--- src/rtl/vectored_interrupt_controller.sv ---
// Vectored interrupt controller.
// Sits between the PC-next logic and the PC register. Accepts one of N_SRC
// level- or edge-triggered sources (lowest index wins), redirects fetch to the
// source's vector, and saves the interrupted PC into RET_REG. A JALR through
// RET_REG ends the handler. All state updates happen on the falling clock edge.
//
//   state   | meaning
//   --------+-------------------------------------------------------------
//   S_IDLE  | normal fetch, waiting for an eligible request
//   S_ENTRY | one cycle: PC redirected to vector, interrupted PC saved
//   S_ISR   | handler running, no nesting, waiting for JALR through RET_REG
module vectored_interrupt_controller #(
    parameter int                N_SRC         = 4,
    parameter int                PC_WIDTH      = 32,
    parameter int                VECTOR_BASE   = 20,
    parameter int                VECTOR_STRIDE = 4,
    parameter int                RET_REG       = 30,
    parameter logic [N_SRC-1:0]  EDGE_MASK     = {N_SRC{1'b0}},
    localparam int               ID_WIDTH      = (N_SRC > 1) ? $clog2(N_SRC) : 1
) (
    input  logic                 clk,
    input  logic                 reset,
    input  logic [N_SRC-1:0]     irq_in,
    input  logic [N_SRC-1:0]     irq_enable,
    input  logic                 global_enable,
    input  logic [PC_WIDTH-1:0]  pc_next,
    input  logic                 jalr_select_signal,
    input  logic [4:0]           regfile_addr_1,
    output logic [PC_WIDTH-1:0]  pc_next_final,
    output logic [PC_WIDTH-1:0]  pc_next_regfile,
    output logic                 en_regfile,
    output logic [4:0]           regfile_waddr,
    output logic [N_SRC-1:0]     irq_ack,
    output logic                 in_isr,
    output logic [ID_WIDTH-1:0]  active_id,
    output logic [N_SRC-1:0]     pending
);

    typedef enum logic [1:0] {
        S_IDLE  = 2'd0,
        S_ENTRY = 2'd1,
        S_ISR   = 2'd2
    } state_t;

    state_t                state;
    state_t                state_next;
    logic [N_SRC-1:0]      edge_pend;
    logic [N_SRC-1:0]      prev_irq;
    logic [N_SRC-1:0]      eligible;
    logic [N_SRC-1:0]      edge_clr;
    logic [ID_WIDTH-1:0]   winner;
    logic                  return_hit;
    logic [PC_WIDTH-1:0]   vector_addr;

    assign regfile_waddr   = 5'(RET_REG);
    assign pc_next_regfile = pc_next;
    assign in_isr          = (state == S_ENTRY) || (state == S_ISR);
    assign return_hit      = jalr_select_signal && (regfile_addr_1 == 5'(RET_REG));
    assign vector_addr     = PC_WIDTH'(VECTOR_BASE)
                           + PC_WIDTH'(active_id) * PC_WIDTH'(VECTOR_STRIDE);

    // Edge sources read their latched flag; level sources read the line directly.
    always_comb begin
        pending  = (EDGE_MASK & edge_pend) | (~EDGE_MASK & irq_in);
        eligible = pending & irq_enable & {N_SRC{global_enable}};
    end

    // Fixed priority: scan downwards so the lowest eligible index is left last.
    always_comb begin
        winner = '0;
        for (int i = N_SRC - 1; i >= 0; i--) begin
            if (eligible[i]) begin
                winner = ID_WIDTH'(i);
            end
        end
    end

    // The serviced source's edge flag is consumed on leaving ENTRY.
    always_comb begin
        edge_clr = '0;
        if (state == S_ENTRY) begin
            edge_clr = N_SRC'(1) << active_id;
        end
    end

    // Next-state and output decode; IDLE and ISR are pass-through.
    always_comb begin
        state_next    = state;
        pc_next_final = pc_next;
        en_regfile    = 1'b0;
        irq_ack       = '0;
        case (state)
            S_IDLE: begin
                if (|eligible) begin
                    state_next = S_ENTRY;
                end
            end
            S_ENTRY: begin
                state_next    = S_ISR;
                pc_next_final = vector_addr;
                en_regfile    = 1'b1;
                irq_ack       = N_SRC'(1) << active_id;
            end
            S_ISR: begin
                if (return_hit) begin
                    state_next = S_IDLE;
                end
            end
            default: begin
                state_next = S_IDLE;
            end
        endcase
    end

    // State register; the winner is captured only when leaving IDLE.
    always_ff @(negedge clk or posedge reset) begin
        if (reset) begin
            state     <= S_IDLE;
            active_id <= '0;
        end else begin
            state <= state_next;
            if ((state == S_IDLE) && (|eligible)) begin
                active_id <= winner;
            end
        end
    end

    // Rising-edge detection; a new edge beats a simultaneous clear.
    always_ff @(negedge clk or posedge reset) begin
        if (reset) begin
            prev_irq  <= '0;
            edge_pend <= '0;
        end else begin
            prev_irq  <= irq_in;
            edge_pend <= (edge_pend & ~edge_clr) | (irq_in & ~prev_irq);
        end
    end

endmodule

--- config.mk ---
export PLATFORM = sky130hd
export DESIGN_NAME = vectored_interrupt_controller
export DESIGN_NICKNAME = d
export VERILOG_FILES = /design/src/rtl/vectored_interrupt_controller.sv
export SDC_FILE = /design/constraint.sdc
export NUM_CORES = 1
export LEC_CHECK = 0
export ABC_AREA = 1
export CAP_MARGIN = 0
export CORE_MARGIN = 2
export CORE_UTILIZATION = 27
export DETAILED_ROUTE_END_ITERATION = 6
export MAX_ROUTING_LAYER = met4
export PLACE_DENSITY = 0.89
export SLEW_MARGIN = 25
export SYNTH_ARGS = -nofsm -noshare
export SYNTH_HDL_FRONTEND = slang
export SYNTH_SLANG_ARGS = --single-unit
export TNS_END_PERCENT = 20
--- constraint.sdc ---
create_clock -name clk -period 2.22 [get_ports clk]
set_input_delay 0.444 -clock clk [delete_from_list [all_inputs] [get_ports clk]]
set_output_delay 0.444 -clock clk [all_outputs]
set_load 0.03 [all_outputs]
# After elaboration in Yosys (flattened, before gate mapping)
# Index checks and enable logic that the tools add are counted.
dict set report totals {
  reg_bits 4
  latch_bits 0
  ramBits 0
  romBits 0
  in_bits 49
  out_inout_bits 81
  word_cells 27
  n_memories 0
}
dict set report classes {
  n_addsub 1
  mul 0
  n_div 0
  n_lt_le_gt_ge 0
  n_eq_ne 5
  n_shift 1
  mux 10
  bitwise 2
  n_reduce_logical 6
}
# operator count
set op_table {}
lappend op_table {{2-to-1 mux 32 bit} 1}
lappend op_table {{2-to-1 mux 2 bit} 6}
lappend op_table {{bitwise AND 4 bit} 2}
lappend op_table {{adder 5 x 4 -> 6 bit (first input constant)} 1}
lappend op_table {{one-hot mux 2 bit (3 select lines)} 1}
lappend op_table {{== test 5 bit (second input constant)} 1}
lappend op_table {{2-to-1 mux 4 bit} 1}
lappend op_table {{inequality test 2 bit (second input constant)} 2}
lappend op_table {{OR reduction 4 bit} 1}
lappend op_table {{<< shifter 1 x 2 -> 4 bit (first input constant)} 1}
lappend op_table {{== test 2 x 1 -> 1 bit (second input constant)} 1}
lappend op_table {{== test 2 bit (second input constant)} 1}
lappend op_table {{logical AND 1 bit} 2}
lappend op_table {{logical NOT 2 bit} 1}
lappend op_table {{AND reduction 2 bit} 1}
lappend op_table {{logical OR 1 bit} 1}
lappend op_table {{2-to-1 mux 1 bit} 1}

# Logic depth before layout (Yosys ltp)
# Gate-level depths: netlist of run 1.
dict set report logic_depth {
  ltp_word 6
  depth_mapped 7
  ltp_nobuf 7
}

==> results of run 1 <==
-- per-layer routing --
layer  vias to the layer above  share of wire
met4                         0          0.026
met5                         -              0
met3                        15          0.071
met1                       667           0.34
li1                        674              -
met2                        83           0.56
-- layout make-up --
| class | instances | area share |
|---|---|---|
| Clock buffer | 3 | 0.0153 |
| Inverter | 42 | 0.0612 |
| Multi-Input combinational cell | 87 | 0.275 |
| Sequential cell | 4 | 0.0371 |
| Tap cell | 48 | 0.0223 |
| Timing Repair Buffer | 148 | 0.589 |
-- where the power goes --
part	leakage (uW)	total, uW	switching, uW	internal [uW]
Clock	0.0000216	160	44.0	116
Sequential	0.0000501	145	34.3	111
Combinational	0.00129	2860	1540	1320
-- registers in the layout (all words and copies together) (netlist names) --
signal and cells:
state 2, active_id 2
-- through the flow --
stage	total power (uW)	TNS (ns)	hold slack (ns)	area, um^2	setup WS, ns
after detailed placement	2300	-18.35	0.543	2270	-0.488
after CTS	2640	-26.11	0.543	2460	-0.717
final	3170	-29.38	0.565	2700	-0.821
after global routing	3300	-30.73	0.590	2700	-0.823
after global placement	2270	-17.14	0.536	2270	-0.438
after floorplan	1580	-18.67	0.448	1290	-0.560
-- worst max-delay path, cell delays in order (launching register included) --
cell and delay [ns]:
dfrtn_1 0.42, inv_2 0.06, ha_4 0.18, buf_6 0.14, clkbuf_16 0.17, nor2_4 0.12
buf_6 0.15
-- worst max path at each step --
stage	from	endpoint	slack, ns	cells after the start
floorplan	active_id[0]$_DFFE_NP0P_	pc_next_final[3]	-0.56	4
global placement	state[1]$_DFFE_NP0P_	pc_next_final[2]	-0.44	6
detailed placement	global_enable	active_id[0]$_DFFE_NP0P_	-0.49	6
CTS	state[1]$_DFFE_NP0P_	pc_next_final[2]	-0.72	6
global route	state[1]$_DFFE_NP0P_	pc_next_final[13]	-0.82	6
finish	state[1]$_DFFE_NP0P_	pc_next_final[13]	-0.82	6
-- cell families after synthesis --
| kind of cell | synth area share |
|---|---|
| buffers and inverters | 0.490 |
| AND/OR/NAND/NOR | 0.280 |
| adder cells (fa/ha/maj) | 0.101 |
| AO/OA/AOI/OAI | 0.0202 |
| flip-flops | 0.101 |
| other | 0.00758 |
-- cells in the final DEF, fill, tap and decap left out, types with 6 or more instances in the layout --
master            n
clkdlybuf4s50_1  77
nand2_4           7
ha_1              6
inv_1            36
nor2_4           29
nand2_1          15
buf_6            44
nand2_2           6
nand3_1           6
buf_4            13
-- what timing repair did --
action,CTS,global route
gates resized for setup,47,30
buffers inserted,0,6
setup endpoints to repair,44,44
cloned,0,3
pin swaps,7,7
==> out/qor.yml, run 1 <==
synth:
  seq_area_frac_synth: 0.101
  syn_inst: 175
  ys_types: 13
  netlist_top_cells_count: "inv_1 (42), buf_4 (41), nor2_1 (33), nand2_1 (27)"
  synthArstFlopShare: 1.00
  synth_area_leaders: "buf_4 (31%), inv_1 (16%), nor2_1 (13%)"
  ys.flop_type: "dfrtn_1"
  yosysTopAreaCell: "buf_4"
  synth_most_common_cell: "inv_1"
  syn_area_per_cell_um2: 5.66
  syn-cell-area_um2: 991
  synth_edf_count: 0
  yosys_warnings: 0
  yosysTopAreaCellShare: 0.311
  synth_seq_cells: 4
hold_path:
  min_to: "state[1]$_DFFE_NP0P_"
  hold_depth: 3
  min_path_type: "flop to flop"
  min-delay-start: "state[1]$_DFFE_NP0P_"
global_routing:
  grt_remaining_overflow: 0
  grt_pass1_vias: 1273
  grt_use_met2: 0.342
  grt-busiest-layer: "met2"
  met1_usage: 0.164
  grtUsageMet3: 0.0538
  grt_max_degree: 19
  antenna_found_initial: 0
  grt_pass1_wl_um: 5660
  grt_usage: 0.177
run:
  max_cap_violations: 0
setup_path:
  regToRegEndpoint: "active_id[1]$_DFFE_NP0P_"
  start_kind: "flop"
  criticalPathCategory: "flop to primary output"
  r2r_slack_ns: 0.84
  crit_arrival_ns: 2.60
  worst_r2r_path_depth: 7
  rr_startpoint: "state[0]$_DFFE_NP0P_"
  crit_path_end_kind: "primary output"
  cp_max_fo: 5
  cp.required_ns: 1.78
clock_network:
  max-clock-path-buffers: 2
  cts_root_buf: "clkbuf_8"
  cts_made_buffers: 3
  cts-hold-fix-buffers: 0
  clkLatencyLatePin_ns: 0.25
  clk_pin_slew_ns: 0.03
  cts.sinks: 4
  h-tree-depth: 1
  cts_tree: "built"
status:
  status: "finished, violations left"
  failed_checks: "setup timing"
route:
  drtAntennaViolNets: 0
  route.detailed.drc: 0
  wl_per_cell_um: 14.9
  route.vias.total: 1439
  vias_per_cell: 4.33
  first_iter_violations: 24
  drt-total-wl_um: 4950
  dr.pass1.iters: 4
final_layout:
  drive_gt1_frac: 0.430
  fillers: 236
  syn_to_final_growth_pct: 172
  final_core_util: 0.748
  num_antenna_cells: 0
  multi_input_area_um2: 742
  finalNonFillerCells: 332
  regArea_um2: 100
  final_nets: 343
die:
  core_area_mm2: 0.00361
  die_w_um: 64.6
  rows: 22
  start_util: 0.275
  ioPinCount: 130
  die_area_mm2: 0.00417
  die_h_um: 64.6
place:
  placed_cells: 320
  place.gp.congestion: 0.706
  port_buffers: 124
  hpwl_um: 2860
sta:
  fin_skew_ns: 0.00243
  setup_slack_ns: -0.821
  slew_violations: 0
  setup_viol: 44
  rsz0062_at_grt: "true"
  finalHoldViolations: 0
power_and_ir_drop:
  max-vdd-ir-drop_mv: 0.505
  p_leak_uw: 0.00136
  cellPowerDensity_mw_per_mm2: 1170
(Power assumes the default switching activity.)
==> inputs of run 2 (changes only) <==
Settings changed: CORE_MARGIN 2 to not set.
==> run 2 against run 1 <==
Against the previous run: the flow still finishes with violations (setup timing); routed wire length is 25% lower; global-route usage increased by 1.4 points; critical path depth fell by 1; die area decreased by 6.1%; sequential share of layout area increased by 0.22 points; count of clock-buffer cells in the layout is the same; worst setup slack improved by 0.11 ns; final cell count down 3.3%; combinational power shrank 12%; critical path type unchanged.
==> out/qor.yml, run 2 (synthesis gave the netlist of run 1 again) <==
setup_path:
  cp.required_ns: 1.78
  cp_max_fo: 12
  crit_arrival_ns: 2.48
  criticalPathCategory: "flop to primary output"
  crit_path_end_kind: "primary output"
  start_kind: "flop"
  r2r_slack_ns: 0.84
place:
  port_buffers: 124
  hpwl_um: 2960
  place_ws_ns: -0.491
  postPlaceCellArea_mm2: 0.00227
  placed_cells: 316
  place.gp.congestion: 0.682
power_and_ir_drop:
  p_int_uw: 1300
  p_leak_uw: 0.00131
  swShare: 0.529
  cellPowerDensity_mw_per_mm2: 1080
  max-vdd-ir-drop_mv: 0.576
  combPwrFrac: 0.913
  switchingPower_uw: 1450
  total_power_uw: 2750
  clock_power_share: 0.035
  p_seq_frac: 0.052
route:
  dr.pass1.iters: 7
  dr_wl_met3_um: 235
  route.vias.total: 1333
  drtAntennaViolNets: 0
  drt-met1-wl_um: 1240
  first_iter_violations: 22
  wl_per_cell_um: 11.6
  dr_wl_met2_um: 2190
  route.detailed.drc: 0
  highest_layer: "met4"
  drt-total-wl_um: 3710
  vias_per_cell: 4.15
final_layout:
  num_antenna_cells: 0
  fillers: 243
  syn_to_final_growth_pct: 157
  largestRegisters: "active_id x2, state x2"
  final_nets: 334
  layout_commonest_cell: "clkdlybuf4s50_1"
  multi_input_area_um2: 739
  final_cell_mix: "clkdlybuf4s50_1 (74), inv_1 (35), buf_6 (34)"
  finalNonFillerCells: 321
  final_area_mm2: 0.00254
  regArea_um2: 100
  drive_gt1_frac: 0.411
die:
  core_area_mm2: 0.00342
  die_w_um: 62.6
  ioPinCount: 130
  die_h_um: 62.6
  start_util: 0.290
  rows: 21
  die_area_mm2: 0.00392
global_routing:
  grt_usage: 0.192
  grt_remaining_overflow: 0
  grt_max_degree: 13
  grt_pass1_wl_um: 5800
  grt_pass1_vias: 1330
  antenna_found_initial: 0
clock_network:
  cts_made_buffers: 3
  clk_pin_slew_ns: 0.03
  cts_tree: "built"
  cts_root_buf: "clkbuf_4"
  cts.sinks: 4
  h-tree-depth: 1
  clkLatencyLatePin_ns: 0.26
  max-clock-path-buffers: 2
sta:
  rsz0062_at_grt: "true"
  slew_violations: 0
  fin_skew_ns: 0.000669
  setup_slack_ns: -0.707
  setup_viol: 42
  finalSetupTns_ns: -26.54
  finalHoldViolations: 0
status:
  failed_checks: "setup timing"
  status: "finished, violations left"
hold_path:
  min_path_type: "flop to flop"
run:
  max_cap_violations: 0
==> run 2: changes by cell type in the layout (fill, tap and decap cells not counted), sizes merged <==
cell / delta
clkdlybuf4s50: -3
clkdlybuf4s15: +1
buf: -7
dlygate4sd2: -4
clkbuf: -2
dlymetal6s2s: +6
==> run 2: path summary, 6_finish.rpt <==
| check | start | to | cells past startpoint |
|---|---|---|---|
| setup reg to reg | state[0]$_DFFE_NP0P_ | state[1]$_DFFE_NP0P_ | 8 |
| min in group asynchronous | reset | active_id[1]$_DFFE_NP0P_ | 2 |
| setup / recovery | state[1]$_DFFE_NP0P_ | pc_next_final[17] | 5 |
| max in group asynchronous | reset | state[0]$_DFFE_NP0P_ | 2 |
| hold / removal | state[0]$_DFFE_NP0P_ | state[0]$_DFFE_NP0P_ | 3 |
| hold reg to reg | state[0]$_DFFE_NP0P_ | state[0]$_DFFE_NP0P_ | 3 |
==> run 2: worst max-delay path, stage by stage, from the launching register on <==
cell     delay (ns)
dfrtn_1        0.42
inv_2          0.06
ha_4           0.22
buf_12         0.18
nor2_4         0.10
buf_6          0.13
==> run 2: final cells by class <==
class,instances,share of cell area
repair buffers,139,0.576
multi-input cells,87,0.291
inverters,42,0.0629
flip-flops and latches,4,0.0393
well taps,46,0.0226
clock buffers,3,0.00885
==> run 2: metrics by stage <==
| stage | hold slack [ns] | util |
|---|---|---|
| 2_1_floorplan | 0.448 | - |
| 3_3_place_gp | 0.534 | 0.664 |
| 3_5_place_dp | 0.559 | 0.664 |
| 5_1_grt | 0.648 | 0.745 |
| 4_1_cts | 0.590 | 0.729 |
| 6_report | 0.586 | 0.745 |
==> run 2: routing by layer <==
metal / GRT usage / vias up
li1: - / 653
met4: 0.0465 / 0
met2: 0.397 / 62
met5: - / -
met1: 0.171 / 613
met3: 0.0420 / 5
==> run 2: power groups by stage <==
stage	sequential (uW)	clock (uW)	combinational [uW]
after floorplan	185	0	1400
after global placement	138	0	2140
after detailed placement	141	0	2170
after CTS	141	96.7	2490
after global routing	148	104	2650
final	142	95.8	2510
==> run 2: timing repair <==
| item | 4_1_cts | 5_1_grt |
|---|---|---|
| pin swaps | 10 | 4 |
| hold buffers | 0 | 0 |
| buffers inserted | 1 | 0 |
| cloned | 1 | 0 |
| gates resized for setup | 46 | 20 |
| endpoints found under the setup margin | 44 | 44 |
==> inputs of run 3 (changes only) <==
Settings changed: SKIP_CTS_REPAIR_TIMING set to 1.
==> run 3 against run 2 <==
Against the previous run: the flow still finishes with violations (setup timing); via count is essentially flat; cell area shrank 0.15%; critical path depth grew 1; register-to-register slack gained 0.02 ns; routed wire length grew 1.8%; clock power shrank 0.9%; combinational power is essentially flat; non-clock buffer count is the same.
==> out/qor.yml, run 3 (synthesis gave the netlist of run 1 again) <==
clock_network:
  cts_tree: "built"
  clk_pin_slew_ns: 0.03
  cts.sinks: 4
  h-tree-depth: 1
  cts_root_buf: "clkbuf_4"
  max-clock-path-buffers: 2
  cts_made_buffers: 3
  clkLatencyLatePin_ns: 0.25
setup_path:
  cp.required_ns: 1.78
  regToRegEndpoint: "state[1]$_DFFE_NP0P_"
  r2r_slack_ns: 0.86
  crit_path_end_kind: "primary output"
  start_kind: "flop"
  crit_family: "flip-flops"
  cp_num_buf_inv: 3
  slowest_delay_ns: 0.42
  cp_max_fo: 8
  path_cells: "inv_2 -> ha_4 -> inv_2 -> nand2_1 -> o21ai_4 -> buf_6"
  criticalPathCategory: "flop to primary output"
  cp_common_cell: "inv_2"
  rr_startpoint: "state[0]$_DFFE_NP0P_"
  worst_r2r_path_depth: 8
  crit_arrival_ns: 2.47
  slowest_stage: "dfrtn_1"
route:
  dr.pass1.iters: 4
  drtAntennaViolNets: 0
  route.detailed.drc: 0
  wl_per_cell_um: 11.8
  first_iter_violations: 30
  route.vias.total: 1332
  vias_per_cell: 4.15
  drt-total-wl_um: 3780
global_routing:
  grt_usage: 0.176
  grt_pass1_vias: 1231
  grt_max_degree: 14
  grt_pass1_wl_um: 5380
  antenna_found_initial: 0
  grt_remaining_overflow: 0
hold_path:
  min_to: "state[0]$_DFFE_NP0P_"
  min-delay-start: "state[0]$_DFFE_NP0P_"
  min_path_type: "flop to flop"
  hold_depth: 3
final_layout:
  drive_gt1_frac: 0.400
  final_nets: 334
  layout_commonest_cell: "clkdlybuf4s50_1"
  num_antenna_cells: 0
  syn_to_final_growth_pct: 156
  final_cell_mix: "clkdlybuf4s50_1 (75), inv_1 (36), buf_6 (36)"
  fillers: 241
  multi_input_area_um2: 734
  finalNonFillerCells: 321
  regArea_um2: 100
  largestRegisters: "active_id x2, state x2"
sta:
  slew_violations: 0
  fin_skew_ns: 0.000391
  finalSetupTns_ns: -26.49
  finalHoldViolations: 0
  setup_viol: 42
  rsz0062_at_grt: "true"
  setup_slack_ns: -0.697
die:
  die_w_um: 62.6
  die_area_mm2: 0.00392
  ioPinCount: 130
  core_area_mm2: 0.00342
  rows: 21
  die_h_um: 62.6
  start_util: 0.290
power_and_ir_drop:
  cellPowerDensity_mw_per_mm2: 1070
  max-vdd-ir-drop_mv: 0.605
  p_leak_uw: 0.00132
  total_power_uw: 2710
status:
  failed_checks: "setup timing"
  status: "finished, violations left"
place:
  hpwl_um: 2960
  port_buffers: 124
  placed_cells: 316
  place.gp.congestion: 0.682
run:
  max_cap_violations: 0
==> run 3: cell count changes in the layout (fill, tap and decap cells not counted), sizes merged <==
cell	previous run	this run
buf	55	54
clkdlybuf4s50	74	75
dlymetal6s2s	8	9
clkbuf	3	4
clkdlybuf4s15	1	0
dlygate4sd2	1	0
==> run 3: where the power goes <==
part	internal (uW)	switching, uW	total [uW]	leakage [uW]
Sequential	111	31.7	143	0.0000501
Clock	60.8	34.2	94.9	0.0000138
Combinational	1100	1380	2480	0.00126
==> run 3: worst max path at each step <==
| stage | startpoint | to | slack (ns) | cells after the start |
|---|---|---|---|---|
| after floorplan | active_id[0]$_DFFE_NP0P_ | pc_next_final[3] | -0.56 | 4 |
| after global placement | state[1]$_DFFE_NP0P_ | pc_next_final[2] | -0.45 | 6 |
| after detailed placement | state[1]$_DFFE_NP0P_ | pc_next_final[2] | -0.49 | 6 |
| after CTS | state[1]$_DFFE_NP0P_ | pc_next_final[2] | -0.77 | 6 |
| after global routing | state[1]$_DFFE_NP0P_ | pc_next_final[4] | -0.77 | 6 |
| final | state[1]$_DFFE_NP0P_ | pc_next_final[2] | -0.70 | 6 |
==> run 3: cell type report <==
cell class	instances	share of cell area
Clock buffer	3	0.00886
Multi-Input combinational cell	87	0.289
Sequential cell	4	0.0394
Tap cell	46	0.0226
Inverter	42	0.0630
Timing Repair Buffer	139	0.577
==> run 3: metal layers <==
metal / GRT usage / share of wire
met5: - / 0
met2: 0.356 / 0.60
met4: 0.0378 / 0.0090
met1: 0.158 / 0.34
met3: 0.0511 / 0.053
==> run 3: through the flow <==
stage               area, um^2  utilization  hold WS [ns]  setup slack [ns]
finish                    2540        0.744         0.585            -0.697
global route              2540        0.744         0.648            -0.766
CTS                       2290        0.670         0.568            -0.770
detailed placement        2270        0.664         0.559            -0.491
global placement          2270        0.664         0.534            -0.449
floorplan                 1290            -         0.448            -0.560
==> run 3: worst reg2reg max path: stages (launching register included) <==
cell and delay (ns):
dfrtn_1 0.44, buf_4 0.13, inv_1 0.05, buf_4 0.13
ha_1 0.18, nand2_1 0.10, o21ai_2 0.08, nand2_1 0.06
nand2_1 0.04
==> edit, RTL diff (flow settings as in run 1) <==
The 3 states of `state_t` get a one-hot encoding in 3 bits.
--- a/src/rtl/vectored_interrupt_controller.sv
+++ b/src/rtl/vectored_interrupt_controller.sv
@@ -38,6 +38,6 @@
 
-    typedef enum logic [1:0] {
-        S_IDLE  = 2'd0,
-        S_ENTRY = 2'd1,
-        S_ISR   = 2'd2
+    typedef enum logic [2:0] {
+        S_IDLE  = 3'b001,
+        S_ENTRY = 3'b010,
+        S_ISR   = 3'b100
     } state_t;
Formal check against the unedited RTL: no difference found for any inputs over 10 cycles, from zero or initial values and one cycle with reset high; not proved beyond that.
==> edit against run 1 <==
  * The run still ends with setup timing left
  * Sequential cell count up 1
  * Utilization is 6.2 points lower
  * Critical path depth shrank 1
  * Wire length shrank 22%
  * Non-clock buffer count is 1 lower
  * Total power down 37%
  * Worst setup slack better by 3.9 ps
  * Synthesized area grew 1.0%
  * Final area fell by 8.3%
  * Clock skew up 34 ps
  * Critical endpoint is now in_isr
  * Highest routed layer unchanged
==> edit: results (changes against run 1) <==
Yosys
  – Commonest cells post-synth: nand2_1, inv_1, buf_4
  – Register area share after synthesis: 12.63% (+2.5 points)
  – Top FF cell, synth: dfrtn_1
  – Largest cells by area after synthesis: buf_4, nand2_1, inv_1
  – Mapped Cells: 172 (-1.7%)
  – Post-synth ARST share: 100.0% (unchanged)
  – Yosys warning total: 0 (unchanged)
  – Cell variety after synth: 20 (+7)

Global routing
  – Global route total overflow: 0 (unchanged)
  – Vias in the first global route: 1249 (-1.9%)
  – Initial antenna violation count: 0 (unchanged)
  – First-pass GRT wire length: 5.658 mm (unchanged)
  – GRT Util Overall: 17.68% (-0.064 points)
  – Maximum number of pins on one net before global-route repair: 22 (+3)

Outcome
  – Failing checks: setup timing
  – Status: complete, but fails checks

Drt
  – Via Count: 1345 (-6.5%)
  – DR pass1 iterations: 3 (-1)
  – Final wirelength: 3.877 mm (-22%)
  – Wirelength per Cell: 11.75 um (-21%)
  – Initial DRC count: 4 (-83%)

Power and ir drop
  – Worst VDD drop: 0.4710 mV (-6.8%)
  – LEAKAGE: 1.339 nW (-1.5%)

Cells and area
  – Final nets: 336 (-2.0%)
  – Largest regs: state (3), active_id (2)
  – Share of layout cells above drive strength 1: 41.13% (-1.8 points)
  – Ant. Diodes: 0 (unchanged)
  – Fillers: 281 (+19%)

Place
  – Setup WS pre-CTS: -589.9 ps (-101.4 ps)
  – Gp weighted congestion: 0.6891 (-2.3%)
  – Placed Area: 0.002110 mm2 (-7.2%)
  – Placed Cells: 319 (-0.31%)
  – HPWL Detailed: 2.874 mm (+0.51%)
  – Port bufs: 124 (unchanged)

Min path
  – WHS Endpoint: active_id[0]$_DFFE_NP0P_
  – Hold path start: active_id[0]$_DFFE_NP0P_
  – Worst hold path type: reg2reg
  – Hold path cells: 3 (unchanged)

Clock network
  – Root buf cell: clkbuf_8
  – TritonCTS Buffers: 3 (unchanged)
  – Clock Path Buffers: 2 (unchanged)
  – CTS clk-pin slew, worst paths: 30 ps (about the same)
  – Clk Latency, worst-skew pair: 280 ps (+30 ps)
  – Htree depth: 1 (unchanged)

Worst setup path
  – Worst Path Arrival: 2590 ps (about the same)
  – Reg2Reg Launch Point: state[0]$_DFFE_NP1P_
  – RR Endpoint: active_id[0]$_DFFE_NP0P_
  – R2r setup slk: 940 ps (+100 ps)
  – FF-to-FF path depth: 6 (-1)
  – Worst Path Max Fanout: 5 (unchanged)

Timing
  – Final WS setup: -817.2 ps (+3.861 ps)
  – Clock Skew: 36.81 ps (+34.37 ps)
  – Final setup TNS: -29190 ps (+185.9 ps)
  – Setup Viol. Count Final: 41 (-6.8%)
==> edit: layout make-up <==
class	instances	share of cell area [%]
Clock buffer	3	1.669
Clock inverter	2	0.3035
Inverter	43	6.677
Multi-Input combinational cell	82	21.09
Sequential cell	5	5.109
Tap cell	48	2.428
Timing Repair Buffer	147	62.72
==> edit: per-layer routing <==
metal | vias to the layer above | GRT usage [%] | routed length (um)
li1 | 671 | - | -
met4 | 0 | 6.117 | 76
met1 | 590 | 16.79 | 1314
met3 | 8 | 3.646 | 321
met5 | - | - | 0
met2 | 76 | 34.79 | 2164
==> edit: cell families after synthesis <==
logic type | after synthesis | share of synthesized area [%]
and+or+nand+nor | 65 | 27.13
buffers and inverters | 89 | 49.50
other | 2 | 0.7503
adders and majority gates | 4 | 5.000
AOI/OAI and AO/OA | 7 | 4.999
DFF | 5 | 12.63
==> edit: how the worst max path moves through the flow <==
stage                        startpoint                end  cells after the start
6_report           state[0]$_DFFE_NP1P_             in_isr                      5
5_1_grt            state[0]$_DFFE_NP1P_             in_isr                      5
4_1_cts            state[0]$_DFFE_NP1P_  pc_next_final[13]                      7
3_5_place_dp       state[0]$_DFFE_NP1P_             in_isr                      5
3_3_place_gp       state[0]$_DFFE_NP1P_             in_isr                      5
2_1_floorplan  active_id[0]$_DFFE_NP0P_   pc_next_final[5]                      3
==> edit: power breakdown <==
| group | internal, mW | total [mW] | switching (mW) |
|---|---|---|---|
| sequential | 0.141 | 0.176 | 0.0357 |
| clock | 0.121 | 0.165 | 0.0438 |
| combinational | 0.772 | 1.66 | 0.891 |
==> edit: through the flow <==
step | hold slack, ps | utilization [%]
final | 623.3 | 68.60
after floorplan | 578.5 | -
after CTS | 628.5 | 66.86
after global placement | 615.1 | 58.50
after detailed placement | 609.2 | 58.50
after global routing | 670.4 | 68.60
==> edit: critical path: stages (launching register included) <==
cell and delay [ps]:
dfstp_2 520, inv_2 50, nand3_4 110, clkinvlp_4 140
or2_4 250, buf_6 140
==> edit: what timing repair did <==
action | CTS | global route
pin swaps | 5 | 3
endpoints found under the setup margin | 45 | 45
buffers inserted | 5 | 0
resized for setup | 62 | 23
cloned | 1 | 1
